`src/rtl/dispatch_source_pkg.sv`:
```
// Configuration packages for the dispatch-mode source side.
// network_config holds the network geometry. source_config derives the source-word
// width from it and declares the decoder state type.

package network_config;
   localparam int unsigned NET_NUM_INP = 4;
endpackage

package source_config;
   import network_config::*;

   // Wide enough to carry a count in 0..NET_NUM_INP and any index in 0..NET_NUM_INP-1.
   localparam int unsigned SRC_WIDTH = $clog2(NET_NUM_INP + 1);

   typedef enum logic [1:0] {
      IDLE,
      COLLECT,
      PRESENT
   } src_state_t;
endpackage

```
`src/rtl/dispatch_source.sv`:
```
// dispatch_source: decodes one count word K and then K index words into a single fire
// vector. It presents that vector to the network's net_inp handshake. While the vector
// is presented, no new source word is accepted, so consecutive packets never overlap.

module dispatch_source
   import network_config::*;
   import source_config::*;
(
   input  logic                   clk,
   input  logic                   arstn,
   input  logic                   clr,
   input  logic                   src_valid,
   output logic                   src_ready,
   input  logic [SRC_WIDTH-1:0]   src,
   output logic                   net_valid,
   input  logic                   net_ready,
   output logic [NET_NUM_INP-1:0] net_inp,
   output logic                   err
);

   localparam logic [SRC_WIDTH-1:0] NUM_INP_W = SRC_WIDTH'(NET_NUM_INP);
   localparam logic [SRC_WIDTH-1:0] ONE_W     = SRC_WIDTH'(1);

   src_state_t             r_state;
   logic [SRC_WIDTH-1:0]   r_remaining;
   logic [NET_NUM_INP-1:0] r_vec;
   logic                   r_err;

   logic                   w_src_fire;
   logic                   w_net_fire;
   logic                   w_count_over;
   logic [SRC_WIDTH-1:0]   w_count;
   logic                   w_idx_ok;
   logic [NET_NUM_INP-1:0] w_idx_onehot;

   assign src_ready  = (r_state != PRESENT);
   assign net_valid  = (r_state == PRESENT);
   assign net_inp    = r_vec;
   assign err        = r_err;

   assign w_src_fire = src_valid && src_ready;
   assign w_net_fire = net_valid && net_ready;

   // Clamp oversized counts to the number of network inputs.
   assign w_count_over = (src > NUM_INP_W);
   assign w_count      = w_count_over ? NUM_INP_W : src;
   assign w_idx_ok     = (src < NUM_INP_W);

   // Decode an in-range index word into a one-hot bit. Out-of-range indices decode to zero.
   always_comb begin
      w_idx_onehot = '0;
      for (int i = 0; i < NET_NUM_INP; i++) begin
         w_idx_onehot[i] = w_idx_ok && (src == SRC_WIDTH'(i));
      end
   end

   // Packet decoder FSM. It owns the vector, the remaining-word counter and the sticky error flag.
   always_ff @(posedge clk or negedge arstn) begin
      if (!arstn) begin
         r_state     <= IDLE;
         r_remaining <= '0;
         r_vec       <= '0;
         r_err       <= 1'b0;
      end else if (clr) begin
         // clr beats any handshake in the same cycle.
         r_state     <= IDLE;
         r_remaining <= '0;
         r_vec       <= '0;
         r_err       <= 1'b0;
      end else begin
         unique case (r_state)
            IDLE: begin
               if (w_src_fire) begin
                  if (w_count_over) begin
                     r_err <= 1'b1;
                  end
                  if (w_count == '0) begin
                     r_vec   <= '0;
                     r_state <= PRESENT;
                  end else begin
                     r_remaining <= w_count;
                     r_state     <= COLLECT;
                  end
               end
            end

            COLLECT: begin
               if (w_src_fire) begin
                  // Duplicate indices OR in, so repeating an index has no further effect.
                  r_vec <= r_vec | w_idx_onehot;
                  if (!w_idx_ok) begin
                     r_err <= 1'b1;
                  end
                  if (r_remaining != '0) begin
                     r_remaining <= r_remaining - ONE_W;
                  end
                  if (r_remaining <= ONE_W) begin
                     r_state <= PRESENT;
                  end
               end
            end

            PRESENT: begin
               if (w_net_fire) begin
                  r_vec   <= '0;
                  r_state <= IDLE;
               end
            end

            default: begin
               r_state     <= IDLE;
               r_remaining <= '0;
               r_vec       <= '0;
            end
         endcase
      end
   end

endmodule

```
`config.mk`:
```
export PLATFORM = sky130hd
export DESIGN_NAME = dispatch_source
export DESIGN_NICKNAME = d
export VERILOG_FILES = /design/src/rtl/dispatch_source_pkg.sv /design/src/rtl/dispatch_source.sv
export SDC_FILE = /design/constraint.sdc
export NUM_CORES = 1
export LEC_CHECK = 0
export ABC_AREA = 1
export ABC_CLOCK_PERIOD_IN_PS = 1800
export CORE_UTILIZATION = 45
export CTS_BUF_LIST = sky130_fd_sc_hd__clkbuf_4
export DETAILED_ROUTE_END_ITERATION = 8
export PLACE_DENSITY = 0.77
export SLEW_MARGIN = 5
export SYNTH_ARGS = -nofsm -noshare
export SYNTH_HDL_FRONTEND = slang
export SYNTH_SLANG_ARGS = --single-unit
export TNS_END_PERCENT = 5
```
`constraint.sdc`:
```
create_clock -name clk -period 1.8 [get_ports clk]
set_clock_uncertainty 0.2 [all_clocks]
set_input_delay 0.54 -clock clk [delete_from_list [all_inputs] [get_ports clk]]
set_output_delay 0.54 -clock clk [all_outputs]
set_load 0.005 [all_outputs]
```
==> impl_summary.log, run 1 <==
INFO  metric path_clk_slew = 60 ps
INFO  metric synth_sequential_area_ratio = 32.63%
INFO  metric post-route-worst-setup-slack = 63.99 ps
INFO  metric post-route-min-period = 1736 ps
INFO  metric postSynthAreaPerCell = 6.728 µm²
INFO  metric antenna_found_initial = 0
INFO  metric clock_path_buffers = 2
INFO  metric post_route_cells_drive_above_1_share = 28.77%
INFO  metric p_leak = 0.6086 nW
INFO  metric worst_setup_path_end_kind = register
INFO  metric clock_network_latency_to_the_later_pin_of_the_worst_skew_pair = 260 ps
INFO  metric post-place-cells = 159
INFO  metric final_stage_net_count = 159
INFO  metric grt_use_total = 22.15%
INFO  metric synth_cell_type_count = 16
INFO  metric viasPerCell = 4.994
INFO  metric switching_share = 44.45%
INFO  metric cts_made_buffers = 3
INFO  metric cts_hold_repair.buffers = 0
INFO  metric post_synthesis_register_bit_count = 10
INFO  metric hold_viol = 0
INFO  metric post-cts-setup-buffers = 0
INFO  metric maxCapViolCount = 0
INFO  metric netlist_top_cells_area = sky130_fd_sc_hd__dfrtp_1 (33%), sky130_fd_sc_hd__nand2_1 (21%), sky130_fd_sc_hd__inv_1 (5.9%), sky130_fd_sc_hd__nand2_2 (5.7%), sky130_fd_sc_hd__ha_1 (4.9%)
INFO  metric grt_max_degree = 11
INFO  metric ys_warn_count = 0
INFO  metric clock-sinks = 10
INFO  metric synth_largest_area_cell = sky130_fd_sc_hd__dfrtp_1
INFO  metric setup_violations = 0
INFO  metric totalPowerFinal = 1.111 mW
INFO  metric portBuffers = 14
INFO  metric setup.reg_to_reg.worst_slack = 290 ps
INFO  metric crit-reg2reg-launch = r_state[1]
INFO  metric drt_pass_1_iters = 4
INFO  metric p_clk_share = 14.0%
INFO  metric n_antenna_cell = 0
INFO  metric final_clock_period_utilization_by_the_worst_path = 96.45%
INFO  metric worst-endpoint-required = 1760 ps
INFO  metric routed_wire_per_std_cell = 11.23 µm
INFO  metric die_y = 43.29 µm
INFO  metric drt.antenna.violating_nets = 0
INFO  metric filler_cell_count = 139
INFO  metric placementRows = 14
INFO  metric die_area = 1874 µm²
INFO  metric first_global_vias = 749
INFO  metric clock.fmax = 576.0 MHz
INFO  metric ir_worst_vdd = 623.8 µV
INFO  metric mostFrequentLayoutCells = sky130_fd_sc_hd__nand2_1 (42), sky130_fd_sc_hd__buf_4 (15), sky130_fd_sc_hd__inv_1 (12), sky130_fd_sc_hd__dfrtp_1 (10), sky130_fd_sc_hd__nor2_1 (8)
INFO  metric flow.area_growth_from_synthesis = 37.03%
INFO  metric cellInternalPower = 616.9 µW
INFO  metric critical_path_class = in -> reg
INFO  metric rr_endpoint = net_inp[2]
INFO  metric synthesis.area = 767.0 µm²
INFO  metric crit_fanout = 5
INFO  metric power_spent_charging_and_discharging_nets = 493.7 µW
INFO  metric tritoncts = done
INFO  metric worstSetupStartpoint = clr
INFO  metric post-route-drc-count = 0
INFO  metric rsz0062_at_grt = yes
INFO  metric detailedPlacementHpwl = 1.432 mm
INFO  metric final_cell_count_no_fill = 162
INFO  metric initial_detailed_routing_violation_count = 24
INFO  metric start_util = 49.76%
INFO  metric cts_max_level = 1
INFO  metric pwr-share-seq = 29.9%
INFO  metric worst-slew-pin-transition = 468.5 ps
INFO  metric finalMaxSlewViolations = 0
INFO  metric share_of_the_synthesized_area_in_the_top_cell_type = 32.63%
INFO  metric hold_path_class = reg -> reg
INFO  metric route.vias.total = 809
INFO  metric placeableCoreArea = 1541 µm²
INFO  metric power.combinational.fraction = 56.1%
INFO  metric cts-root-buf = sky130_fd_sc_hd__clkbuf_4
INFO  metric post_synth_inst_count = 114
INFO  metric r2r_cells = 7
INFO  metric globalRoute.totalOverflow = 0
INFO  metric post-place-ws = -192.7 ps
INFO  metric worst_setup_path_endpoint = net_inp[0]
INFO  metric grt_pass1_wl = 3.042 mm
INFO  metric power_per_cell_area = 1057 nW/µm²
INFO  metric arrival = 1690 ps
INFO  metric type_of_element_launching_the_critical_path = primary input
INFO  metric place_congestion = 0.8711
INFO  metric outcome = completed
INFO  metric slew_headroom = 68.67%
INFO  metric die_x = 43.29 µm
INFO  metric postSynthNetCount = 125
INFO  metric design.portCount = 15
INFO  metric drt-total-wl = 1.820 mm
INFO  metric final_common_cell = sky130_fd_sc_hd__nand2_1
## cell usage after synthesis, drive strengths merged
cell type and instances:
clkinv 1, dfrtp 10, ha 3, inv 18, nand2 49, nand3 10, nand4 2, nor2 14
o21ai 4, o21bai 3
## stage by stage
stage          setup TNS, ps  area [µm²]  hold slack [ps]  utilization (%)
2_1_floorplan              0       767.0            44.41                -
3_3_place_gp           -1058        1040            266.6            67.45
3_5_place_dp           -1414        1040            274.5            67.45
4_1_cts                    0        1054            290.6            68.34
5_1_grt               -13.92        1051            313.0            68.18
6_report                   0        1051            292.3            68.18
## power groups by stage
| stage | combinational, mW | sequential (mW) | clock [mW] |
|---|---|---|---|
| 4_1_cts | 0.626 | 0.332 | 0.156 |
| 6_report | 0.623 | 0.332 | 0.156 |
| 5_1_grt | 0.702 | 0.341 | 0.168 |
| 3_3_place_gp | 0.618 | 0.336 | 0 |
| 3_5_place_dp | 0.636 | 0.336 | 0 |
| 2_1_floorplan | 0.396 | 0.340 | 0 |
## worst max-delay path: stages
cell                              delay, ps
sky130_fd_sc_hd__clkdlybuf4s50_1        550
sky130_fd_sc_hd__inv_2                   90
sky130_fd_sc_hd__nand3_1                120
sky130_fd_sc_hd__nor2_2                  60
sky130_fd_sc_hd__nor2_4                 120
sky130_fd_sc_hd__nand2_2                 90
sky130_fd_sc_hd__nand2_1                 70
sky130_fd_sc_hd__nand2_1                 50
## cell type report
| cell class | instances | area, µm² | area share [%] |
|---|---|---|---|
| Clock buffer | 3 | 22.52 | 2.143 |
| Inverter | 19 | 71.32 | 6.786 |
| Multi-Input combinational cell | 85 | 445.4 | 42.38 |
| Sequential cell | 10 | 250.2 | 23.81 |
| Tap cell | 16 | 20.02 | 1.905 |
| Timing Repair Buffer | 29 | 241.5 | 22.98 |
## registers in the layout (all words and copies together), names as in the netlist
signal	cells
r_state	2
net_inp	4
r_remaining	3
err	1
## worst min path at each step
stage               end  slack, ps  cells after the start  start
floorplan           err         40                      0  arstn
global placement    err        270                      2    err
detailed placement  err        270                      2    err
CTS                 err        290                      2    err
global route        err        310                      2    err
finish              err        290                      2    err
## layer usage
layer	wire length [µm]	GRT usage (%)	up-vias
met5	0	0	-
met4	29	12.73	0
met3	93	2.553	7
met2	898	33.73	29
met1	799	29.97	359
li1	-	-	414
## what timing repair did
action,4_1_cts,5_1_grt
resized for setup,7,3
gates cloned,0,0
setup endpoints to repair,7,5
endpoints found under the hold margin,0,0
## logic make-up after synthesis
group                    after synthesis  share of synthesized area (%)
AND/OR/NAND/NOR                       75                          47.14
flip-flops                            10                          32.63
adder cells (fa/ha/maj)                3                          4.894
AO/OA/AOI/OAI                          7                          6.035
buffers and inverters                 19                          9.297
(Power assumes the default switching activity.)
==> run 2: changes to the inputs <==
REMOVE_ABC_BUFFERS = 1   (was default)
==> results of run 2 <==
Final layout, timing and power as in run 1 (identical DEF).
==> run 3: changes to the inputs <==
HOLD_SLACK_MARGIN = 0.15   (was default)
TNS_END_PERCENT = 100   (was 5)
==> run 3 against run 2 <==
Against the previous run:
- maximum frequency is 0.38% higher
- largest power group unchanged
- die area unchanged
- cell count up 2.5%
- total power grew 1.1%
- combinational power up 2%
- utilization rose by 1.9 points
- critical path type unchanged
- critical path depth unchanged
- largest cell class unchanged
- clock power about the same
- clock-buffer cell count unchanged
==> impl_summary.log, run 3 (same netlist as run 1, synthesis figures left out) <==
INFO  metric outcome = completed (unchanged)
INFO  metric switching_share = 44.45% (about the same)
INFO  metric drt-total-wl = 1.894 mm (was 1.820 mm)
INFO  metric placeableCoreArea = 1541 µm² (unchanged)
INFO  metric placementRows = 14 (unchanged)
INFO  metric die_area = 1874 µm² (unchanged)
INFO  metric largest_register_ffs = 4 (unchanged)
INFO  metric post_route_cells_drive_above_1_share = 30.67% (was 28.77%)
INFO  metric finalHoldWorstSlack = 302.0 ps (was 292.3 ps)
INFO  metric totalPowerFinal = 1.123 mW (was 1.111 mW)
INFO  metric n_antenna_cell = 0 (unchanged)
INFO  metric power.combinational.fraction = 56.4% (was 56.1%)
INFO  metric worstSetupStartpoint = clr (unchanged)
INFO  metric setup.reg_to_reg.worst_slack = 300 ps (was 290 ps)
INFO  metric r2r_cells = 7 (unchanged)
INFO  metric type_of_element_launching_the_critical_path = primary input (unchanged)
INFO  metric flow.area_growth_from_synthesis = 40.95% (was 37.03%)
INFO  metric p_leak = 0.6303 nW (was 0.6086 nW)
INFO  metric antenna_found_initial = 0 (unchanged)
INFO  metric post-route-drc-count = 0 (unchanged)
INFO  metric hold_viol = 0 (unchanged)
INFO  metric rr_endpoint = net_inp[2] (unchanged)
INFO  metric dpl-instance-area = 1040 µm² (unchanged)
INFO  metric start_util = 49.76% (unchanged)
INFO  metric cts_max_level = 1 (unchanged)
INFO  metric die_x = 43.29 µm (unchanged)
INFO  metric arrival = 1690 ps (about the same)
INFO  metric pwr-share-seq = 29.5% (was 29.9%)
INFO  metric viasPerCell = 5.151 (was 4.994)
INFO  metric power_per_cell_area = 1038 nW/µm² (was 1057 nW/µm²)
INFO  metric post-place-cells = 159 (unchanged)
INFO  metric final_common_cell = sky130_fd_sc_hd__nand2_1 (unchanged)
INFO  metric crit_fanout = 5 (unchanged)
INFO  metric rsz0062_at_grt = yes (unchanged)
INFO  metric setup-tns-final = 0 ps (unchanged)
INFO  metric clock-sinks = 10 (unchanged)
INFO  metric tritoncts = done (unchanged)
INFO  metric grt_pass1_wl = 3.111 mm (was 3.042 mm)
INFO  metric worst-endpoint-required = 1760 ps (about the same)
INFO  metric final_stage_net_count = 163 (was 159)
INFO  metric drt.antenna.violating_nets = 0 (unchanged)
INFO  metric ir_worst_vdd = 628.4 µV (was 623.8 µV)
INFO  metric clock.fmax = 578.2 MHz (was 576.0 MHz)
INFO  metric cellInternalPower = 623.6 µW (was 616.9 µW)
INFO  metric final_clock_period_utilization_by_the_worst_path = 96.08% (was 96.45%)
INFO  metric portBuffers = 14 (unchanged)
INFO  metric finalMaxSlewViolations = 0 (unchanged)
INFO  metric post-route-cell-area = 1081 µm² (was 1051 µm²)
INFO  metric power_spent_charging_and_discharging_nets = 499.0 µW (was 493.7 µW)
INFO  metric worst_setup_path_endpoint = net_inp[1] (was net_inp[0])
INFO  metric utilization = 70.13% (was 68.18%)
INFO  metric post-route-worst-setup-slack = 70.53 ps (was 63.99 ps)
INFO  metric clock_path_buffers = 2 (unchanged)
INFO  metric cts_made_buffers = 3 (unchanged)
INFO  metric p_clk_share = 14.1% (was 14.0%)
INFO  metric worst-slew-pin-transition = 470.9 ps (was 468.5 ps)
INFO  metric worst_setup_path_end_kind = register (unchanged)
INFO  metric grt_max_degree = 11 (unchanged)
INFO  metric path_clk_slew = 60 ps (about the same)
INFO  metric first_global_vias = 787 (was 749)
INFO  metric design.portCount = 15 (unchanged)
INFO  metric crit-reg2reg-launch = r_state[1] (unchanged)
INFO  metric post-route-min-period = 1729 ps (was 1736 ps)
INFO  metric final_cell_count_no_fill = 166 (was 162)
INFO  metric route.vias.total = 855 (was 809)
INFO  metric cts-root-buf = sky130_fd_sc_hd__clkbuf_4 (unchanged)
INFO  metric cts_hold_repair.buffers = 0 (unchanged)
INFO  metric maxCapViolCount = 0 (unchanged)
INFO  metric detailedPlacementHpwl = 1.432 mm (unchanged)
INFO  metric post-place-ws = -192.7 ps (unchanged)
INFO  metric grt_use_total = 22.59% (was 22.15%)
INFO  metric drt_pass_1_iters = 4 (unchanged)
INFO  metric die_y = 43.29 µm (unchanged)
INFO  metric slew_headroom = 68.51% (was 68.67%)
INFO  metric place_congestion = 0.8711 (unchanged)
INFO  metric critical_path_class = in -> reg (unchanged)
INFO  metric clock_network_latency_to_the_later_pin_of_the_worst_skew_pair = 270 ps (was 260 ps)
INFO  metric routed_wire_per_std_cell = 11.41 µm (was 11.23 µm)
INFO  metric setup_violations = 0 (unchanged)
INFO  metric globalRoute.totalOverflow = 0 (unchanged)
INFO  metric hold_path_class = reg -> reg (unchanged)
INFO  metric initial_detailed_routing_violation_count = 21 (was 24)
INFO  metric mostFrequentLayoutCells = sky130_fd_sc_hd__nand2_1 (42), sky130_fd_sc_hd__buf_4 (19), sky130_fd_sc_hd__inv_1 (12), sky130_fd_sc_hd__dfrtp_1 (10), sky130_fd_sc_hd__nor2_1 (8) (was sky130_fd_sc_hd__nand2_1 (42), sky130_fd_sc_hd__buf_4 (15), sky130_fd_sc_hd__inv_1 (12), sky130_fd_sc_hd__dfrtp_1 (10), sky130_fd_sc_hd__nor2_1 (8))
==> run 3: repair_timing <==
item / 4_1_cts / 5_1_grt
setup buffers: 4 / 0
endpoints found under the setup margin: 7 / 5
resized for setup: 7 / 3
==> run 3: final cells by class <==
| cell class | count | area [µm²] |
|---|---|---|
| Timing Repair Buffer | 33 | 271.5 |
| Fill cell | 136 | 460.4 |
| Inverter | 19 | 71.32 |
| Clock buffer | 3 | 22.52 |
| Sequential cell | 10 | 250.2 |
| Multi-Input combinational cell | 85 | 445.4 |
| Tap cell | 16 | 20.02 |
==> run 3: critical path: stages <==
cell	delay, ps
sky130_fd_sc_hd__clkdlybuf4s50_1	550
sky130_fd_sc_hd__inv_2	90
sky130_fd_sc_hd__nand3_1	120
sky130_fd_sc_hd__nor2_2	60
sky130_fd_sc_hd__nor2_4	120
sky130_fd_sc_hd__nand2_2	90
sky130_fd_sc_hd__nand2_1	70
sky130_fd_sc_hd__nand2_1	50
==> run 3: how the worst min path moves through the flow <==
stage               slack, ps  cells after the start   from  endpoint
floorplan                  40                      0  arstn       err
global placement          270                      2    err       err
detailed placement        270                      2    err       err
CTS                       290                      2    err       err
global route              310                      2    err       err
finish                    300                      2    err       err
==> run 3: power groups by stage <==
stage	Sequential [mW]	Clock (mW)	Combinational, mW
after floorplan	0.340	0	0.396
after global placement	0.336	0	0.618
after detailed placement	0.336	0	0.636
after CTS	0.330	0.156	0.635
after global routing	0.339	0.168	0.713
final	0.331	0.158	0.634
==> run 3: layer usage <==
metal,up-vias,GRT usage (%),wire (µm)
li1,422,-,-
met1,395,28.38,813
met2,32,35.52,943
met3,6,3.830,110
met4,0,13.94,27
met5,-,0,0
